===== config.mk =====
export PLATFORM = sky130hd
export DESIGN_NAME = dual_func_pc
export DESIGN_NICKNAME = d
export VERILOG_FILES = /design/src/rtl/dual_func_pc_pkg.sv /design/src/rtl/dual_func_pc_next_logic.sv /design/src/rtl/dual_func_pc.sv
export SDC_FILE = /design/constraint.sdc
export NUM_CORES = 1
export LEC_CHECK = 0
export CAP_MARGIN = 30
export CORE_MARGIN = 2
export CORE_UTILIZATION = 50
export DETAILED_ROUTE_END_ITERATION = 16
export GPL_ROUTABILITY_DRIVEN = 1
export HOLD_SLACK_MARGIN = 0.06
export PLACE_DENSITY = 0.79
export SETUP_SLACK_MARGIN = 0.05
export SYNTH_ARGS = -nofsm -noshare
export SYNTH_HDL_FRONTEND = slang
export SYNTH_SLANG_ARGS = --single-unit

===== constraint.sdc =====
create_clock -name CLK -period 3 [get_ports CLK]
set_input_delay 0.45 -clock CLK [delete_from_list [all_inputs] [get_ports CLK]]
set_output_delay 0.45 -clock CLK [all_outputs]
set_load 0.1 [all_outputs]

===== src/rtl/dual_func_pc_pkg.sv =====
// Shared constants for the dual-function program counter: mode encodings and default width.
package dual_func_pc_pkg;

  localparam int PC_WIDTH = 32;

  typedef enum logic {
    MODE_REL = 1'b0,
    MODE_ABS = 1'b1
  } mode_e;

endpackage


===== src/rtl/dual_func_pc_next_logic.sv =====
// Combinational next-PC selection: relative add (modulo 2^WIDTH) or absolute load.
module pc_next_logic
  import dual_func_pc_pkg::*;
#(
  parameter int WIDTH = PC_WIDTH
) (
  input  logic [WIDTH-1:0] pc,
  input  logic [WIDTH-1:0] datain,
  input  logic             mode,
  output logic [WIDTH-1:0] next_pc
);

  logic [WIDTH-1:0] rel_pc;

  // Carry out of the WIDTH-bit sum is dropped, so negative offsets wrap as two's complement.
  assign rel_pc  = pc + datain;
  assign next_pc = (mode == MODE_ABS) ? datain : rel_pc;

endmodule


===== src/rtl/dual_func_pc.sv =====
// Dual-function program counter: relative/absolute load with enable and sync reset.
// Optional build macro DUAL_FUNC_PC_ALIGN_EN clears bits [1:0] of every loaded value.
module dual_func_pc
  import dual_func_pc_pkg::*;
#(
  parameter int               WIDTH     = PC_WIDTH,
  parameter logic [WIDTH-1:0] RESET_VAL = '0
) (
  input  logic             CLK,
  input  logic             reset,
  input  logic             enable,
  input  logic             mode,
  input  logic [WIDTH-1:0] datain,
  output logic [WIDTH-1:0] dataout
);

  logic [WIDTH-1:0] pc;
  logic [WIDTH-1:0] next_pc;

  function automatic logic [WIDTH-1:0] align(input logic [WIDTH-1:0] v);
`ifdef DUAL_FUNC_PC_ALIGN_EN
    return v & ~{{(WIDTH-2){1'b0}}, 2'b11};
`else
    return v;
`endif
  endfunction

  pc_next_logic #(
    .WIDTH(WIDTH)
  ) u_next (
    .pc     (pc),
    .datain (datain),
    .mode   (mode),
    .next_pc(next_pc)
  );

  // Reset outranks enable; the reset value goes through the same alignment as any load.
  always_ff @(posedge CLK) begin
    if (reset) begin
      pc <= align(RESET_VAL);
    end else if (enable) begin
      pc <= align(next_pc);
    end
  end

  assign dataout = pc;

endmodule


==> results of run 1 <==
==> metrics by stage <==
step	total power [mW]	utilization, %	TNS, ps	instances	cell area (µm²)
5_1_grt	2.01	68.4	0	564	4050
3_5_place_dp	1.52	66.3	-1380	555	3930
4_1_cts	1.89	67.8	0	563	4020
2_1_floorplan	1.25	-	0	399	3080
6_report	1.90	68.4	0	564	4050
3_3_place_gp	1.51	66.3	-684	555	3930
==> where the power goes <==
group	switching, mW	internal, mW
Combinational	0.654	0.379
Clock	0.176	0.187
Sequential	0.0339	0.467
Total	0.864	1.03
==> worst min-delay path by stage <==
stage	start	end	cells past startpoint
after floorplan	datain[8]	dataout[8]$_SDFFE_PP0P_	2
after global placement	dataout[25]$_SDFFE_PP0P_	dataout[25]$_SDFFE_PP0P_	2
after detailed placement	dataout[11]$_SDFFE_PP0P_	dataout[11]$_SDFFE_PP0P_	2
after CTS	dataout[11]$_SDFFE_PP0P_	dataout[11]$_SDFFE_PP0P_	2
after global routing	dataout[11]$_SDFFE_PP0P_	dataout[11]$_SDFFE_PP0P_	2
final	dataout[11]$_SDFFE_PP0P_	dataout[11]$_SDFFE_PP0P_	2
==> cell type report <==
type / count / area (µm²)
Clock buffer: 8 / 90.1
Fill cell: 504 / 1870
Inverter: 10 / 37.5
Multi-Input combinational cell: 338 / 2330
Sequential cell: 32 / 654
Tap cell: 75 / 93.8
Timing Repair Buffer: 101 / 841
==> timing repair <==
action                     in CTS  in global routing
gates resized for setup         0                  6
hold buffers                    0                  0
setup endpoints to repair       0                  8
buffers inserted                0                  1
hold endpoints to repair        0                  0
==> worst reg2reg max path, cell delays in order (launching register included) <==
cell and delay, ps:
dfxtp_2 330, ha_1 210, fa_1 400, a21oi_2 160, nor3_1 70, nor2_1 150
buf_4 150, a21oi_1 120, a21o_1 210, a21oi_1 160, xnor2_1 130, mux2i_1 90
a211oi_1 260
==> layout by cell type, fill, tap and decap left out, drive strengths merged, types with 4 or more instances in the layout <==
master,count
a211oi,13
a21o,12
a21oi,39
a311oi,9
a31oi,4
and3,8
buf,67
clkbuf,8
clkdlybuf4s50,34
dfxtp,32
ha,31
inv,10
mux2i,8
nand2,53
nand3,7
nor2,41
nor2b,5
nor3,6
o211ai,8
o21ai,25
o22ai,4
or3,4
xnor2,15
xor2,11
==> kinds of logic (layout without fill, tap and decap cells) <==
family	Yosys count	count (layout)	synth area share, %
mux	9	9	3.10
fa+ha+maj	32	32	13.3
simple gates	136	136	20.2
buf+inv	29	119	3.84
compound gates	135	135	31.2
flops	32	32	20.9
xor+xnor	26	26	7.43
==> metal layers <==
| metal | vias to the layer above | share of wire [%] |
|---|---|---|
| li1 | 1651 | - |
| met1 | 1551 | 45 |
| met2 | 76 | 49 |
| met3 | 11 | 5.0 |
| met4 | 0 | 1.5 |
| met5 | - | 0 |
==> impl_metrics.py, run 1 <==
metrics = {
    "route": {
        "detail_route.vias_per_cell": 5.83,
        "dr_total_vias": 3289,
        "wl_per_cell_um": 15.1,
        "dr.first_iter.drc_count": 135,
        "antenna_left": 0,
        "wl_mm": 8.52,
        "drcViolationCount": 0,
        "drt_first_pass_iters": 4,
    },
    "synthesis": {
        "async_reset_ff_share_pct": 0,
        "ys_warn_count": 0,
        "yosysTopAreaCell": "dfxtp_1",
        "synth_nets": 467,
        "synth_flop_cell": "dfxtp_1",
        "synth_area_um2": 3070,
        "ys_seq_elements": 32,
        "synthTopCellsByArea": "dfxtp_1, ha_1, nand2_1",
        "synth-edff-count": 0,
        "synth_top_area_share_pct": 20.9,
        "yosysMostFrequentCell": "nand2_1",
        "synth_cell_type_count": 56,
        "netlist_instances": 399,
        "yosys-top-cells-count": "nand2_1, nor2_1, a21oi_1",
        "syn_area_per_cell_um2": 7.68,
        "ys_seq_area_share_pct": 20.9,
    },
    "sta": {
        "fmaxAchievable_mhz": 353,
        "fin_crit_ps": 2840,
        "rsz0062_at_grt": "no",
        "holdWs_ps": 497,
        "slew_headroom_pct": 58.1,
        "finalSetupViolations": 0,
        "period_share_pct": 94.5,
        "drv_slew": 0,
        "worst_slew_pin_slew_ps": 626,
        "fin_ws_ps": 164,
        "finClkSkew_ps": 11.6,
        "hold_viol_final": 0,
    },
    "worst_setup_path": {
        "cp_slowest_cell": "clkdlybuf4s50_1",
        "crit_required_ps": 3190,
        "crit_family": "compound AO/OA/AOI/OAI gates",
        "path_depth": 13,
        "path_cells": "clkdlybuf4s50_1 -> ha_1 -> fa_1 -> a21oi_2 -> nor3_1 -> nor2_1 -> buf_4 -> a21oi_1 -> a21o_1 -> a21oi_1 -> xnor2_1 -> mux2i_1 -> a211oi_1",
        "crit_end": "dataout[16]$_SDFFE_PP0P_",
        "max_stage_delay_ps": 420,
        "r2r-start": "dataout[0]$_SDFFE_PP0P_",
        "worstSetupPathType": "primary input to flip-flop",
        "cp.buffers_inverters": 2,
        "path_max_fanout": 3,
        "worst_path_most_repeated_cell": "a21oi_1",
        "crit_start": "datain[0]",
        "rr_worst_depth": 12,
        "worstPathArrival_ps": 3030,
        "end_kind": "flip-flop",
        "r2r_slack_ps": 460,
        "r2r_end": "dataout[16]$_SDFFE_PP0P_",
        "worst_setup_path_start_kind": "primary input",
    },
    "grt": {
        "use_met2_pct": 44.7,
        "grt_first_pass_wirelength_mm": 13.6,
        "grt_max_degree": 41,
        "use_met1_pct": 32.5,
        "use_met3_pct": 3.70,
        "grt_overflow": 0,
        "track_usage_pct": 25.5,
        "grt_pass1_vias": 2953,
        "gr-max-usage-layer": "met2",
        "antenna_found_initial": 0,
    },
    "status": {
        "outcome": "finished clean",
    },
    "placement": {
        "gp_congestion": 0.906,
        "dp_slack_ps": -215,
        "post-dp-hpwl_mm": 6.40,
        "io_buffers": 67,
    },
    "flow_run": {
        "cap_violations": 0,
    },
    "cts": {
        "clkLatencyLatePin_ps": 290,
        "clockBufferDepth": 2,
        "cts_tree": "done",
        "clock-root-buffer": "clkbuf_8",
        "cts_max_level": 2,
        "cts_sinks": 32,
        "path_clk_slew_ps": 70,
        "cts_buffers": 5,
    },
    "die": {
        "core_area_um2": 5920,
        "io_pins": 68,
        "rows": 28,
        "die_x_um": 82.3,
        "start_util_pct": 51.8,
        "dieHeight_um": 82.3,
        "dieArea_um2": 6770,
    },
    "pwr": {
        "p_per_area_nw_per_um2": 469,
        "ir_drop_uv": 260,
        "leakagePower_nw": 1.84,
    },
    "cells_and_area": {
        "largest_reg_flops": 32,
        "area_growth_pct": 32.0,
        "antenna_cells": 0,
        "drive_gt1_share_pct": 22.5,
        "final_net_count": 556,
    },
    "hold_path": {
        "worstHoldPathType": "flip-flop to flip-flop",
    },
}
(Power assumes the default switching activity.)
==> inputs of run 2 (changes only) <==
- SYNTH_HIERARCHICAL: not set -> 1
==> run 2 against run 1 <==
Wire length increased by 1.6%. Maximum frequency decreased by 2.0%. Synthesized cell count increased by 0.75%. Clock skew decreased by 7.2 ps. Sequential share of layout area decreased by 0.94 points. Via count increased by 1.3%. Die area increased by 4.3%.
==> impl_metrics.py, run 2 <==
metrics = {
    "pwr": {
        "ir_drop_uv": 270,
        "p_per_area_nw_per_um2": 458,
        "leakagePower_nw": 1.99,
        "total_power_mw": 2.00,
    },
    "route": {
        "drt_first_pass_iters": 4,
        "wl_per_cell_um": 14.8,
        "drcViolationCount": 0,
        "antenna_left": 0,
        "dr_total_vias": 3331,
        "detail_route.vias_per_cell": 5.70,
        "dr.first_iter.drc_count": 177,
        "wl_mm": 8.66,
    },
    "placement": {
        "dp_slack_ps": -331,
        "dp_cells": 575,
        "io_buffers": 67,
        "gp_congestion": 0.948,
        "post-dp-hpwl_mm": 6.25,
    },
    "synthesis": {
        "synth_top_area_share_pct": 20.0,
        "synth_cell_type_count": 60,
        "async_reset_ff_share_pct": 0,
        "ys_seq_elements": 32,
        "yosys-top-cells-count": "nor2_1, nand2_1, o21ai_0",
        "yosysTopAreaCell": "dfxtp_1",
        "ys_warn_count": 6,
        "synth_flop_cell": "dfxtp_1",
        "yosysMostFrequentCell": "nor2_1",
        "netlist_instances": 402,
        "synth_nets": 470,
        "ys_seq_area_share_pct": 20.0,
        "synth-edff-count": 0,
        "syn_area_per_cell_um2": 7.97,
        "synthTopCellsByArea": "dfxtp_1, ha_1, mux2i_1",
        "synth_area_um2": 3210,
    },
    "sta": {
        "worst_slew_pin_slew_ps": 508,
        "finClkSkew_ps": 4.31,
        "timing.setup.tns_ps": 0,
        "fin_ws_ps": 107,
        "rsz0062_at_grt": "yes",
        "fmaxAchievable_mhz": 346,
        "hold_viol_final": 0,
        "period_share_pct": 96.4,
        "fin_crit_ps": 2890,
        "drv_slew": 0,
        "finalSetupViolations": 0,
        "slew_headroom_pct": 65.8,
    },
    "die": {
        "rows": 29,
        "dieHeight_um": 84.1,
        "start_util_pct": 51.1,
        "dieArea_um2": 7070,
        "die_x_um": 84.1,
        "io_pins": 68,
        "core_area_um2": 6280,
    },
    "hold_path": {
        "worstHoldPathType": "flip-flop to flip-flop",
        "hold_depth": 2,
    },
    "status": {
        "outcome": "finished clean",
    },
    "cts": {
        "clock-root-buffer": "clkbuf_8",
        "cts_buffers": 5,
        "clockBufferDepth": 2,
        "clkLatencyLatePin_ps": 290,
        "cts_tree": "done",
        "cts_max_level": 2,
        "hold_buffers": 0,
        "cts_sinks": 32,
        "path_clk_slew_ps": 70,
    },
    "cells_and_area": {
        "final_cells": 584,
        "fin_util_pct": 69.5,
        "final_cell_mix": "buf_4, nor2_1, nand2_1, o21ai_0, mux2i_1",
        "antenna_cells": 0,
        "area_growth_pct": 36.1,
        "final_net_count": 575,
        "largest_reg_flops": 32,
        "drive_gt1_share_pct": 26.8,
        "mostFrequentLayoutCell": "buf_4",
    },
    "flow_run": {
        "cap_violations": 0,
    },
    "grt": {
        "grt_overflow": 0,
        "track_usage_pct": 23.3,
        "antenna_found_initial": 0,
        "grt_pass1_vias": 3098,
        "grt_max_degree": 33,
        "grt_first_pass_wirelength_mm": 13.8,
    },
    "worst_setup_path": {
        "rr_worst_depth": 13,
        "worst_setup_path_start_kind": "primary input",
        "path_max_fanout": 3,
        "worstPathArrival_ps": 3060,
        "crit_required_ps": 3170,
        "end_kind": "flip-flop",
        "worstSetupPathType": "primary input to flip-flop",
    },
}
[run 2: cell types whose count changed after synthesis, moves of 6 or more]
| cell | previous run | this run |
|---|---|---|
| nand2_1 | 52 | 41 |
| mux2i_1 | 8 | 32 |
| clkbuf_1 | 15 | 9 |
| and3_1 | 8 | 1 |
| a211oi_1 | 9 | 3 |
| nor2_1 | 41 | 51 |
| o21ai_1 | 0 | 7 |
| a21oi_1 | 37 | 29 |
| inv_1 | 10 | 17 |
| a311oi_1 | 9 | 1 |
| o21ai_0 | 25 | 36 |
[run 2: critical path, stage by stage]
cell	delay [ps]
clkdlybuf4s50_1	440
ha_1	340
buf_4	150
nand2_1	130
nor2_1	80
a221o_1	390
o21ai_2	180
a21oi_4	90
buf_4	140
a21o_1	190
a221o_1	300
mux2i_1	140
nor2_1	50
[run 2: final timing paths]
check	startpoint	to	slack, ps
setup / recovery	datain[14]	dataout[28]$_SDFFE_PP0P_	110
hold / removal	dataout[18]$_SDFFE_PP0P_	dataout[18]$_SDFFE_PP0P_	500
setup reg to reg	dataout[0]$_SDFFE_PP0P_	dataout[28]$_SDFFE_PP0P_	330
hold reg to reg	dataout[18]$_SDFFE_PP0P_	dataout[18]$_SDFFE_PP0P_	500
[run 2: power by group]
part	switching, mW	internal (mW)
Sequential	0.0384	0.469
Combinational	0.685	0.425
Clock	0.175	0.205
[run 2: per-stage QoR]
stage,hold slack (ps),cell area (µm²)
6_report,504,4360
2_1_floorplan,522,3230
3_3_place_gp,480,4120
5_1_grt,536,4360
3_5_place_dp,495,4120
4_1_cts,513,4230
[run 2: per-layer routing]
metal / track usage, % / routed length [µm]
met5: 0 / 0
met4: 6.74 / 130
met3: 4.45 / 421
met2: 40.8 / 4280
met1: 28.8 / 3830
[run 2: kinds of logic (layout without fill, tap and decap cells)]
family	Yosys count	in the layout	synth area share, %
compound gates	127	127	27.5
xor+xnor	22	22	6.01
fa+ha+maj	32	32	12.7
buf+inv	33	138	5.66
flops	32	32	20.0
mux	36	36	11.4
simple gates	120	120	16.7
[run 2: timing repair]
item / in CTS / in global routing
setup endpoints to repair: 4 / 10
setup buffers: 1 / 0
resized for setup: 2 / 18
pin swaps: 6 / 15
[run 2: final cells by class]
type,instances,area [µm²]
clock buffers,7,96.3
multi-input cells,337,2490
fillers,525,1910
well taps,77,96.3
inverters,18,67.6
flip-flops and latches,32,664
repair buffers,113,952
==> inputs of run 3 (changes only) <==
--- a/config.mk
+++ b/config.mk
@@ -9,4 +9,5 @@
 export CORE_MARGIN = 2
 export CORE_UTILIZATION = 50
+export CTS_CLUSTER_SIZE = 40
 export DETAILED_ROUTE_END_ITERATION = 16
 export GPL_ROUTABILITY_DRIVEN = 1
==> constraint.sdc (replaced) <==
create_clock -name CLK -period 3 [get_ports CLK]
set_input_delay 0.75 -clock CLK [delete_from_list [all_inputs] [get_ports CLK]]
set_output_delay 0.75 -clock CLK [all_outputs]
set_load 0.1 [all_outputs]
==> run 3 against run 2 <==
First-iteration DRC count decreased by 1.7%. Clock power decreased by 13%. Die area unchanged. Final area increased by 12%. Final cell count increased by 6.5%. Wire length increased by 18%. Utilization increased by 8.4 points. Sequential cell count unchanged. Sequential share of layout area decreased by 1.6 points. Clock skew increased by 4.9 ps. Worst setup slack got worse by 26 ps. Worst hold slack improved by 35 ps. Largest power group unchanged. Highest routed layer unchanged.
==> impl_metrics.py, run 3 (synthesized netlist as in run 2, its figures left out) <==
metrics = {
    "pwr": {
        "switching_share_pct": 45.9,
        "ir_drop_uv": 283,
        "power.share.clock_pct": 15.4,
        "comb_power_share_pct": 60.2,
        "p_per_area_nw_per_um2": 435,
        "p_int_mw": 1.15,
        "p_switching_uw": 976,
        "leakagePower_nw": 2.20,
        "sequentialPowerShare_pct": 24.3,
    },
    "worst_setup_path": {
        "worst_setup_path_start_kind": "primary input",
        "path_max_fanout": 5,
        "worstSetupPathType": "primary input to flip-flop",
        "crit_required_ps": 3170,
        "path_cells": "buf_8 -> ha_4 -> fa_2 -> a21oi_4 -> o211a_4 -> o31ai_4 -> a21oi_2 -> o31ai_4 -> a41oi_4 -> o2111a_1 -> a221oi_2 -> mux2i_1 -> nor2_1",
        "max_stage_delay_ps": 410,
        "r2r_slack_ps": 270,
        "worst_path_most_repeated_cell": "o31ai_4",
        "end_kind": "flip-flop",
        "worstPathArrival_ps": 3090,
        "cp_slowest_cell": "fa_2",
    },
    "route": {
        "wl_mm": 10.2,
        "detail_route.vias_per_cell": 5.88,
        "wl_per_cell_um": 16.4,
        "dr.first_iter.drc_count": 174,
        "drcViolationCount": 0,
        "drt_first_pass_iters": 5,
        "dr_total_vias": 3655,
        "antenna_left": 0,
    },
    "hold_path": {
        "worstHoldPathType": "flip-flop to flip-flop",
    },
    "cells_and_area": {
        "area_growth_pct": 52.6,
        "drive_gt1_share_pct": 38.5,
        "largest_reg_flops": 32,
        "final_net_count": 614,
        "mostFrequentLayoutCell": "buf_4",
        "final_cells": 622,
        "final_cell_mix": "buf_4, nor2_1, nand2_1, mux2i_1, o21ai_0",
        "fin_util_pct": 77.9,
        "antenna_cells": 0,
    },
    "sta": {
        "slew_headroom_pct": 71.0,
        "finClkSkew_ps": 9.16,
        "timing.setup.tns_ps": 0,
        "worst_slew_pin_slew_ps": 432,
        "fin_ws_ps": 80.8,
        "hold_viol_final": 0,
        "fmaxAchievable_mhz": 343,
        "rsz0062_at_grt": "yes",
        "finalSetupViolations": 0,
        "fin_crit_ps": 2920,
        "drv_slew": 0,
        "period_share_pct": 97.3,
    },
    "placement": {
        "dp_cells": 599,
        "dp_slack_ps": -594,
        "io_buffers": 67,
        "gp_congestion": 0.948,
        "post-dp-hpwl_mm": 6.61,
    },
    "die": {
        "io_pins": 68,
        "dieArea_um2": 7070,
        "dieHeight_um": 84.1,
        "die_x_um": 84.1,
        "rows": 29,
        "start_util_pct": 51.1,
        "core_area_um2": 6280,
    },
    "grt": {
        "grt_first_pass_wirelength_mm": 15.7,
        "grt_max_degree": 58,
        "track_usage_pct": 26.9,
        "grt_overflow": 0,
        "antenna_found_initial": 0,
        "grt_pass1_vias": 3537,
    },
    "cts": {
        "cts_buffers": 5,
        "hold_buffers": 0,
        "clock-root-buffer": "clkbuf_8",
        "clockBufferDepth": 2,
        "clkLatencyLatePin_ps": 290,
        "cts_sinks": 32,
        "path_clk_slew_ps": 70,
        "cts_max_level": 2,
        "cts_tree": "done",
    },
    "flow_run": {
        "cap_violations": 0,
    },
    "status": {
        "outcome": "finished clean",
    },
}
## run 3: critical path, delay by kind of cell
family,cells,cell delay (ps)
buffers and inverters,1,100
AO/OA/AOI/OAI,8,1490
adder cells (fa/ha/maj),2,560
AND/OR/NAND/NOR,1,60
multiplexers,1,130
## run 3: per-stage QoR
step | power (mW) | hold WS (ps) | area, µm²
global placement | 1.60 | 481 | 4340
finish | 2.13 | 539 | 4890
floorplan | 1.28 | 674 | 3240
detailed placement | 1.63 | 495 | 4340
global route | 2.23 | 568 | 4890
CTS | 2.03 | 528 | 4680
## run 3: final cells by class
type / instances / area (µm²)
Tap cell: 77 / 96.3
Multi-Input combinational cell: 337 / 2770
Sequential cell: 32 / 664
Timing Repair Buffer: 152 / 1220
Clock buffer: 6 / 72.6
Inverter: 18 / 67.6
Fill cell: 445 / 1390
## run 3: per-layer routing
metal	vias to the layer above	track usage, %	wire [µm]
met4	0	11.4	210
li1	1749	-	-
met3	22	3.07	395
met2	104	51.3	5450
met1	1780	29.5	4150
met5	-	0	0
## run 3: worst paths after layout
kind                                 start                        to  cells after the start
setup reg to reg   dataout[0]$_SDFFE_PP0P_  dataout[26]$_SDFFE_PP0P_                     12
hold / removal    dataout[18]$_SDFFE_PP0P_  dataout[18]$_SDFFE_PP0P_                      2
hold reg to reg   dataout[18]$_SDFFE_PP0P_  dataout[18]$_SDFFE_PP0P_                      2
setup / recovery                 datain[0]  dataout[26]$_SDFFE_PP0P_                     13
## run 3: repair_timing
action                     CTS  global route
resized for setup           49            46
setup endpoints to repair   17            16
setup buffers                6            11
pin swaps                   28            32
## run 3: power groups by stage
stage	Clock, mW	Combinational, mW	Sequential [mW]
CTS	0.333	1.18	0.515
floorplan	0	0.487	0.793
global route	0.349	1.36	0.523
finish	0.329	1.28	0.517
global placement	0	1.09	0.514
detailed placement	0	1.11	0.516
